**src/rtl/tx_burst_sequencer_pkg.sv**
```systemverilog
// Shared types and defaults for the backscatter burst sequencer.
// State encodings are fixed so they can be matched against captures from the modulator side.
package tx_burst_sequencer_pkg;

  typedef enum logic [1:0] {
    ST_IDLE  = 2'd0,
    ST_DELAY = 2'd1,
    ST_TX    = 2'd2,
    ST_GUARD = 2'd3
  } state_e;

  localparam int CLKS_PER_BIT_DEF = 50;

endpackage

```
**src/rtl/tx_burst_sequencer_if.sv**
```systemverilog
// Detector/config/modulator bundle for tx_burst_sequencer.
// Suffixes are from the sequencer's point of view: slave = sequencer, master = its environment.
interface tx_seq_if #(
  parameter int DLY_W = 16,
  parameter int NB_W  = 10,
  parameter int CNT_W = 16
);
  logic             pkt_detect_i;
  logic             cfg_enable_i;
  logic [DLY_W-1:0] cfg_delay_i;
  logic [NB_W-1:0]  cfg_num_bits_i;
  logic [DLY_W-1:0] cfg_guard_i;
  logic             trigger_o;
  logic             busy_o;
  logic             tx_done_o;
  logic             tx_abort_o;
  logic [CNT_W-1:0] burst_count_o;
  logic [CNT_W-1:0] miss_count_o;

  modport slave (
    input  pkt_detect_i, cfg_enable_i, cfg_delay_i, cfg_num_bits_i, cfg_guard_i,
    output trigger_o, busy_o, tx_done_o, tx_abort_o, burst_count_o, miss_count_o
  );

  modport master (
    output pkt_detect_i, cfg_enable_i, cfg_delay_i, cfg_num_bits_i, cfg_guard_i,
    input  trigger_o, busy_o, tx_done_o, tx_abort_o, burst_count_o, miss_count_o
  );
endinterface

```
**src/rtl/tx_burst_sequencer_seq_bit_timer.sv**
```systemverilog
// Nested bit-phase / bit counters; done_o flags the last clock of the last bit so the
// caller can drop trigger on the following edge without ever forming num_bits*CLKS_PER_BIT.
module seq_bit_timer #(
  parameter int CLKS_PER_BIT = 50,
  parameter int NB_W         = 10
) (
  input  logic            clk_i,
  input  logic            rst_ni,
  input  logic            run_i,
  input  logic            clear_i,
  input  logic [NB_W-1:0] num_bits_i,
  output logic            done_o
);
  localparam int PH_W = (CLKS_PER_BIT > 1) ? $clog2(CLKS_PER_BIT) : 1;
  localparam logic [PH_W-1:0] PH_LAST = PH_W'(CLKS_PER_BIT - 1);

  logic [PH_W-1:0] phase_q, phase_d;
  logic [NB_W-1:0] bit_q, bit_d;
  logic            wrap;

  assign wrap   = run_i && (phase_q == PH_LAST);
  assign done_o = wrap && ((bit_q + NB_W'(1)) == num_bits_i);

  always_comb begin
    phase_d = phase_q;
    bit_d   = bit_q;
    if (clear_i) begin
      phase_d = '0;
      bit_d   = '0;
    end else if (run_i) begin
      if (wrap) begin
        phase_d = '0;
        bit_d   = bit_q + NB_W'(1);
      end else begin
        phase_d = phase_q + PH_W'(1);
      end
    end
  end

  always_ff @(posedge clk_i or negedge rst_ni) begin
    if (!rst_ni) begin
      phase_q <= '0;
      bit_q   <= '0;
    end else begin
      phase_q <= phase_d;
      bit_q   <= bit_d;
    end
  end
endmodule

```
**src/rtl/tx_burst_sequencer.sv**
```systemverilog
// Burst sequencer: detect -> start delay -> N bit periods of trigger -> guard -> re-arm.
// FSM, latched config and saturating statistics; bit timing lives in seq_bit_timer.
module tx_burst_sequencer
  import tx_burst_sequencer_pkg::*;
#(
  parameter int CLKS_PER_BIT = CLKS_PER_BIT_DEF,
  parameter int DLY_W        = 16,
  parameter int NB_W         = 10,
  parameter int CNT_W        = 16
) (
  input logic     clock_i,
  input logic     reset_i,
  tx_seq_if.slave bus
);
  state_e           state_q;
  logic [DLY_W-1:0] cnt_q;
  logic [DLY_W-1:0] guard_q;
  logic [NB_W-1:0]  nbits_q;
  logic             trigger_q, busy_q, done_q, abort_q;
  logic [CNT_W-1:0] burst_q, miss_q;
  logic             tmr_run, tmr_clr, bit_done;

  assign tmr_run = (state_q == ST_TX);
  assign tmr_clr = (state_q != ST_TX);

  seq_bit_timer #(
    .CLKS_PER_BIT(CLKS_PER_BIT),
    .NB_W        (NB_W)
  ) u_timer (
    .clk_i     (clock_i),
    .rst_ni    (reset_i),
    .run_i     (tmr_run),
    .clear_i   (tmr_clr),
    .num_bits_i(nbits_q),
    .done_o    (bit_done)
  );

  always_ff @(posedge clock_i or negedge reset_i) begin
    if (!reset_i) begin
      state_q   <= ST_IDLE;
      cnt_q     <= '0;
      guard_q   <= '0;
      nbits_q   <= '0;
      trigger_q <= 1'b0;
      busy_q    <= 1'b0;
      done_q    <= 1'b0;
      abort_q   <= 1'b0;
      burst_q   <= '0;
      miss_q    <= '0;
    end else begin
      done_q  <= 1'b0;
      abort_q <= 1'b0;
      // Any detect outside IDLE is dropped, including one on the final guard cycle.
      if (state_q != ST_IDLE && bus.pkt_detect_i && miss_q != '1)
        miss_q <= miss_q + CNT_W'(1);
      case (state_q)
        ST_IDLE: begin
          if (bus.pkt_detect_i && bus.cfg_enable_i && bus.cfg_num_bits_i != '0) begin
            nbits_q <= bus.cfg_num_bits_i;
            guard_q <= bus.cfg_guard_i;
            busy_q  <= 1'b1;
            if (bus.cfg_delay_i == '0) begin
              state_q   <= ST_TX;
              trigger_q <= 1'b1;
            end else begin
              state_q <= ST_DELAY;
              cnt_q   <= bus.cfg_delay_i;
            end
          end
        end
        ST_DELAY: begin
          if (!bus.cfg_enable_i) begin
            state_q <= ST_IDLE;
            busy_q  <= 1'b0;
          end else if (cnt_q == DLY_W'(1)) begin
            state_q   <= ST_TX;
            trigger_q <= 1'b1;
          end else begin
            cnt_q <= cnt_q - DLY_W'(1);
          end
        end
        ST_TX: begin
          if (!bus.cfg_enable_i) begin
            state_q   <= ST_IDLE;
            trigger_q <= 1'b0;
            busy_q    <= 1'b0;
            abort_q   <= 1'b1;
          end else if (bit_done) begin
            state_q   <= ST_GUARD;
            trigger_q <= 1'b0;
            done_q    <= 1'b1;
            cnt_q     <= guard_q;
            if (burst_q != '1) burst_q <= burst_q + CNT_W'(1);
          end
        end
        ST_GUARD: begin
          // The tx_done cycle is always spent in GUARD, so guard=0 and guard=1 behave alike.
          if (!bus.cfg_enable_i || cnt_q <= DLY_W'(1)) begin
            state_q <= ST_IDLE;
            busy_q  <= 1'b0;
          end else begin
            cnt_q <= cnt_q - DLY_W'(1);
          end
        end
        default: begin
          state_q   <= ST_IDLE;
          trigger_q <= 1'b0;
          busy_q    <= 1'b0;
        end
      endcase
    end
  end

  assign bus.trigger_o     = trigger_q;
  assign bus.busy_o        = busy_q;
  assign bus.tx_done_o     = done_q;
  assign bus.tx_abort_o    = abort_q;
  assign bus.burst_count_o = burst_q;
  assign bus.miss_count_o  = miss_q;
endmodule
```
**src/flat_wrapper.sv**
```systemverilog
// flat-port wrapper written by rule: the top's interface ports become plain ports
module tx_burst_sequencer_flat import tx_burst_sequencer_pkg::*;
#(
  parameter int CLKS_PER_BIT = CLKS_PER_BIT_DEF,
  parameter int DLY_W        = 16,
  parameter int NB_W         = 10,
  parameter int CNT_W        = 16
)
  (clock_i, reset_i, bus_pkt_detect_i, bus_cfg_enable_i, bus_cfg_delay_i, bus_cfg_num_bits_i, bus_cfg_guard_i, bus_trigger_o, bus_busy_o, bus_tx_done_o, bus_tx_abort_o, bus_burst_count_o, bus_miss_count_o);
  tx_seq_if #(.DLY_W(DLY_W), .NB_W(NB_W), .CNT_W(CNT_W)) bus_i ();
  input logic clock_i;
  input logic reset_i;
  input wire logic [$bits(bus_i.pkt_detect_i)-1:0] bus_pkt_detect_i;
  input wire logic [$bits(bus_i.cfg_enable_i)-1:0] bus_cfg_enable_i;
  input wire logic [$bits(bus_i.cfg_delay_i)-1:0] bus_cfg_delay_i;
  input wire logic [$bits(bus_i.cfg_num_bits_i)-1:0] bus_cfg_num_bits_i;
  input wire logic [$bits(bus_i.cfg_guard_i)-1:0] bus_cfg_guard_i;
  output wire logic [$bits(bus_i.trigger_o)-1:0] bus_trigger_o;
  output wire logic [$bits(bus_i.busy_o)-1:0] bus_busy_o;
  output wire logic [$bits(bus_i.tx_done_o)-1:0] bus_tx_done_o;
  output wire logic [$bits(bus_i.tx_abort_o)-1:0] bus_tx_abort_o;
  output wire logic [$bits(bus_i.burst_count_o)-1:0] bus_burst_count_o;
  output wire logic [$bits(bus_i.miss_count_o)-1:0] bus_miss_count_o;
  assign bus_i.pkt_detect_i = bus_pkt_detect_i;
  assign bus_i.cfg_enable_i = bus_cfg_enable_i;
  assign bus_i.cfg_delay_i = bus_cfg_delay_i;
  assign bus_i.cfg_num_bits_i = bus_cfg_num_bits_i;
  assign bus_i.cfg_guard_i = bus_cfg_guard_i;
  assign bus_trigger_o = bus_i.trigger_o;
  assign bus_busy_o = bus_i.busy_o;
  assign bus_tx_done_o = bus_i.tx_done_o;
  assign bus_tx_abort_o = bus_i.tx_abort_o;
  assign bus_burst_count_o = bus_i.burst_count_o;
  assign bus_miss_count_o = bus_i.miss_count_o;
  tx_burst_sequencer #(.CLKS_PER_BIT(CLKS_PER_BIT), .DLY_W(DLY_W), .NB_W(NB_W), .CNT_W(CNT_W)) u_core (.clock_i(clock_i), .reset_i(reset_i), .bus(bus_i));
endmodule
```
**config.mk**
```make
export PLATFORM = sky130hd
export DESIGN_NAME = tx_burst_sequencer_flat
export DESIGN_NICKNAME = d
export VERILOG_FILES = /design/src/rtl/tx_burst_sequencer_pkg.sv /design/src/rtl/tx_burst_sequencer_if.sv /design/src/rtl/tx_burst_sequencer_seq_bit_timer.sv /design/src/rtl/tx_burst_sequencer.sv /design/src/flat_wrapper.sv
export SDC_FILE = /design/constraint.sdc
export NUM_CORES = 1
export LEC_CHECK = 0
export ABC_AREA = 0
export ABC_CLOCK_PERIOD_IN_PS = 3050
export BUFFER_PORTS_ARGS = -buffer_cell sky130_fd_sc_hd__buf_4
export CORE_MARGIN = 10
export CORE_UTILIZATION = 50
export DETAILED_ROUTE_END_ITERATION = 10
export GPL_TIMING_DRIVEN = 0
export PLACE_DENSITY = 0.83
export SYNTH_ARGS = -nofsm -noshare
export SYNTH_HDL_FRONTEND = slang
export SYNTH_SLANG_ARGS = --single-unit
```
**constraint.sdc**
```tcl
create_clock -name clock_i -period 3.05 [get_ports clock_i]
set_input_delay 0.7625 -clock clock_i [delete_from_list [all_inputs] [get_ports clock_i]]
set_output_delay 0.7625 -clock clock_i [all_outputs]
set_load 0.01 [all_outputs]
```
======== Word-level counts from Yosys, hierarchy flattened ========
Cells that the tools add are included.
storage, ports and cells
  flip-flop bits (word level) ............. 96
  output and inout bits ................... 36
  logic and storage cells ................. 101
operators by class
  add/sub/neg operators ................... 5
  $lt $le $gt $ge ......................... 1
  eq/ne operators ......................... 22
  mux-type cells .......................... 38
  reductions and logical operators ........ 23
operators by type and width
  operator               number
  $mux 16                7
  $pmux 16 s4            1
  $add 16x1->16 const B  2
  $ne 16x16->1 const B   2
  $mux 10                3
  $mux 6                 3
  $eq 16x1->1 const B    1
  $le 16x1->1 const B    1
  $logic_not 16->1       1
  $sub 16x1->16 const B  1
  $mux 1                 14
  $mux 2                 7
  $ne 2x2->1 const B     7
  $add 10x1->10 const B  1
  $eq 10x10->1           1
  $ne 2x1->1 const B     5
  $reduce_bool 10->1     1
  $pmux 2 s4             1
  $reduce_and 4->1       2
  $reduce_and 7->1       1
  $add 6x1->6 const B    1
  $eq 6x6->1 const B     1
  $logic_and 1x1->1      6
  $ne 3x2->1 const B     2
  other kinds (12)       17

======== Logic depth before layout (Yosys ltp) ========
  word-level depth ........................ 6
  mapped depth ............................ 11
  mapped depth without buffers ............ 9

======== By module ========
From an unflattened synthesis, not the netlist that was laid out.
unflattened totals
  cells, all modules ...................... 501
  area total of the unflattened synthesis .. 5176.2 um^2
by module, submodules not included
  module              instances  cells an instance  area each (um^2)  sequential area each (um^2)
  tx_burst_sequencer  1          377                4083.9            2001.9
  seq_bit_timer       1          124                1092.3            400.4

======== Worst setup path after synthesis ========
Ideal clock, no wire load.
  kind .................................... flip-flop to flip-flop
  from .................................... register u_core.cnt_q[0]
  to ...................................... register u_core.cnt_q[14]
  setup time .............................. 127 ps
  arrival ................................. 2394 ps
  required time ........................... 2923 ps
  path slack .............................. 529 ps
  stages on the path, launching flop included .. 10
  path buffers ............................ 0
  period minus slack after synthesis ...... 2521 ps
  path through ............................ dfrtp_1 > inv_1 > ha_1 > or4b_1 > nor4b_1 > nand2_1 > xnor2_1 > a22oi_1 > o21ai_1 > mux2_1
between the ends
  cells in the longest elaborated chain, start to end .. 4
  elaborated cells on any way between the ends .. 11
ends and longest elaborated chain
  element                                                 RTL line                                                                       RTL
  start: declaration                                      tx_burst_sequencer.sv:16                                                       logic [DLY_W-1:0] cnt_q;
  start signal: assignment                                tx_burst_sequencer.sv:67                                                       cnt_q <= bus.cfg_delay_i;
  start signal: assignment                                tx_burst_sequencer.sv:79                                                       cnt_q <= cnt_q - DLY_W'(1);
  start signal: assignment                                tx_burst_sequencer.sv:92                                                       cnt_q <= guard_q;
  $sub 16x1->16 / $le 16x1->1 (equally long branches)     tx_burst_sequencer.sv:79, tx_burst_sequencer.sv:102, tx_burst_sequencer.sv:98
  $mux 16 / $logic_or 1x1->1 (equally long branches)      tx_burst_sequencer.sv:75, tx_burst_sequencer.sv:98
  $mux 16 / $ne 2x2->1 (equally long branches)            n/a
  $pmux 16 s4 / $reduce_and 7->1 (equally long branches)  n/a
Several ways; a longest one is shown, not always the timed one. The select of a mux whose other input is x is not followed.
A chain may end at the register's enable or synchronous reset.

======== Worst setup path after layout ========
  from .................................... register u_core.u_timer.bit_q[0]
  to ...................................... register u_core.cnt_q[10]
between the ends
  cells in the longest elaborated chain, start to end .. 5
ends and longest elaborated chain
  element                     RTL line                                RTL
  start: declaration          tx_burst_sequencer_seq_bit_timer.sv:18  logic [NB_W-1:0] bit_q, bit_d;
  start signal: assignment    tx_burst_sequencer_seq_bit_timer.sv:46  bit_q <= bit_d;
  $add 10x1->10               tx_burst_sequencer_seq_bit_timer.sv:22  assign done_o = wrap && ((bit_q + NB_W'(1)) == num_bits_i);
  $eq 10x10->1                tx_burst_sequencer_seq_bit_timer.sv:22
  $logic_and 1x1->1           tx_burst_sequencer_seq_bit_timer.sv:22
  $ne 2x1->1 (no line)        n/a
  $reduce_and 7->1 (no line)  n/a
No other way between the ends.

==> results.cfg <==
[detailed_routing]
via_count = 4042
wl_per_cell_um = 17.2
final_antenna_net_count = 0
drc_errors = 0
via_per_inst = 5.65
firstDrtPassIters = 4
wirelength_mm = 12.3
drt_iter0_drc = 248

[timing]
period_needed_ns = 2.81
fin_setup_tns_ns = 0
fin_crit_sh_pct = 92.1
slew_headroom_pct = 20.3
fmax_mhz = 356
setup_viol = 0
finClkSkew_ns = 0.0110
rsz0062_at_grt = no
slew_viol_final = 0
final_hold_viol_count = 0
tightestPinTransition_ns = 1.20
whs_ns = 0.498

[setup_path]
slowest_stage = dfrtp_1
worstPathCellList = ha_1 > nand3_2 > or2_1 > o21a_2 > o21ai_1 > o2111ai_2 > a211o_1 > buf_6 > mux2_1
cp-end-kind = register
cp.depth = 9
crit_arrival_ns = 3.05
critical_path_class = reg2reg
cp.required_ns = 3.29
reg2reg_depth = 9
path_buf_inv = 1
path_delay_family = compound AO/OA/AOI/OAI gates
worstPathMaxFanout = 8
cp-start-kind = register
cp_slowest_stage_delay_ns = 0.44

[clock_tree]
cts_buffers = 9
cts_max_level = 3
cts_root_buf = clkbuf_8
cts_post_setup_buffers_inserted = 0
clk_pin_slew_worst_paths_ns = 0.09
cts_sinks = 96
insertion_delay_ns = 0.36
clockBufferDepth = 2
cts_tree = done

[placed_design]
dp_hpwl_mm = 9.15
port_buffers = 81
routabilityCongestion = 0.950
postPlaceCellArea_sq_um = 5880

[logic_synthesis]
async_flop_share_pct = 100
synthTopCellsByArea = dfrtp_1 (47%), xnor2_1 (8.1%), mux2_2 (6.4%), nand2_1 (3.0%), xor2_1 (2.9%)
syn_inst = 486
ys_warn_count = 0
syn_area_sq_um = 5100
syn_area_per_cell_sq_um = 10.5
synth_edf_count = 0
synth-seq-cells = 96
synth_top_area_share_pct = 47.1
synth_flop_cell = dfrtp_1
syn_nets = 543
synth.distinct_cells = 56
ys_seq_area_share_pct = 47.1
yosysTopAreaCell = dfrtp_1

[final_layout]
syn2layout_area_growth_pct = 18.8
n_antenna_cell = 0
layout_common_cells = dfrtp_1 (96), buf_4 (82), xnor2_1 (47)
final_common_cell = dfrtp_1
fin_area_sq_um = 6070
final_net_count = 635
final_util_pct = 61.5
drive_above_1_share_pct = 24.6

[die]
die_x_um = 121
ioPinCount = 82
die_h_um = 121
core-area_sq_um = 9860
dieArea_sq_um = 14700
rows = 36
initial_utilization_pct = 51.8

[global_route]
grt_pass1_vias = 4234
grt_usage_pct = 17.0
grt_max_degree = 97
grt.overflow.total = 0
antenna_found_initial = 0
grt_first_pass_wirelength_mm = 20.3

[outcome]
outcome = complete, no violations

[hold_path]
hold_class = reg2reg
worstHoldPathCells = 1

[job]
maxCapViolCount = 0

[power]
p_leak_nw = 2.74
pwr_density_cell_nw_per_um2 = 764
peakVddDrop_uv = 514
finalPower_mw = 4.64
-- synthesized netlist by cell type, types with 2 or more instances --
library cell,count
or2_2,3
nor3_1,11
nor2_1,31
and3_1,8
nand3_1,20
or3_1,4
xor2_1,17
mux2_2,29
nor2b_1,2
xnor2_1,47
clkbuf_1,15
nor4_1,12
mux2i_1,11
dfrtp_1,96
nand4_1,11
a22oi_1,5
and4_1,5
a21oi_1,5
mux2_4,4
a41oi_1,2
inv_1,23
a31oi_1,4
o21ai_0,22
o21ai_1,3
nand3b_1,3
ha_1,11
a221o_1,10
nor3b_1,3
mux2_1,2
nand2_1,41
-- stage by stage --
step                setup slack (ns)  std cells
floorplan                      0.529        486
global placement               0.171        700
detailed placement             0.126        700
CTS                            0.123        715
global route                  0.0284        715
finish                         0.242        715
-- registers in the layout (all words and copies together), names as in the netlist --
signal / cells
u_core.bus.burst_count_o: 16
u_core.bus.miss_count_o: 16
u_core.cnt_q: 16
u_core.guard_q: 16
u_core.nbits_q: 10
u_core.u_timer.bit_q: 10
u_core.u_timer.phase_q: 6
u_core.state_q: 2
u_core.bus.busy_o: 1
u_core.bus.trigger_o: 1
u_core.bus.tx_abort_o: 1
u_core.bus.tx_done_o: 1
-- per-layer routing --
metal	share of wire [%]	vias up	track usage [%]
met2	49	148	27.7
met4	1.8	0	7.62
li1	-	1913	-
met3	6.9	15	4.33
met5	0	-	0
met1	43	1966	20.8
-- worst register-to-register path: cells and delay by family, from the launching register on --
kind | cells | cell delay (ns)
simple gates | 2 | 0.48
fa+ha+maj | 1 | 0.30
compound gates | 4 | 1.00
buf+inv | 1 | 0.15
mux | 1 | 0.31
flops | 1 | 0.44
-- power breakdown --
group / internal, mW / total [mW] / switching [mW]
clock network: 0.338 / 0.773 / 0.435
logic: 0.956 / 1.89 / 0.937
registers: 1.63 / 1.97 / 0.340
-- timing repair --
| item | in CTS | in global routing |
|---|---|---|
| endpoints found under the hold margin | 0 | 0 |
| hold buffers | 0 | 0 |
| endpoints found under the setup margin | 0 | 3 |
| resized for setup | 0 | 1 |
-- cell type report --
type / count / area, sq um
sequential: 96 / 2400
multi-input combinational: 348 / 2520
inverter: 23 / 86.3
timing repair buffer: 81 / 608
clock buffer: 11 / 151
fill: 792 / 3800
tap: 133 / 166
buffer: 19 / 100
clock inverter: 4 / 30.0
-- cells by family (layout without fill, tap and decap cells) --
group / after synthesis / in the layout / synth area share [%]
and+or+nand+nor: 162 / 162 / 16.3
DFF: 96 / 96 / 47.1
AOI/OAI and AO/OA: 65 / 65 / 9.09
xor gates and xnor gates: 64 / 64 / 11.0
muxes: 46 / 46 / 10.2
buffers and inverters: 42 / 138 / 3.65
adders and majority gates: 11 / 11 / 2.70
-- final timing paths --
kind                       slack, ns                           to                       from
setup / recovery                0.24             u_core.cnt_q[10]    u_core.u_timer.bit_q[0]
hold / removal                  0.50    u_core.u_timer.phase_q[0]  u_core.u_timer.phase_q[0]
setup reg to reg                0.24             u_core.cnt_q[10]    u_core.u_timer.bit_q[0]
hold reg to reg                 0.50    u_core.u_timer.phase_q[0]  u_core.u_timer.phase_q[0]
max in group asynchronous       1.65      u_core.u_timer.bit_q[7]                    reset_i
min in group asynchronous       0.63  u_core.bus.burst_count_o[1]                    reset_i
Note: power is estimated with default switching activity, not from simulation.
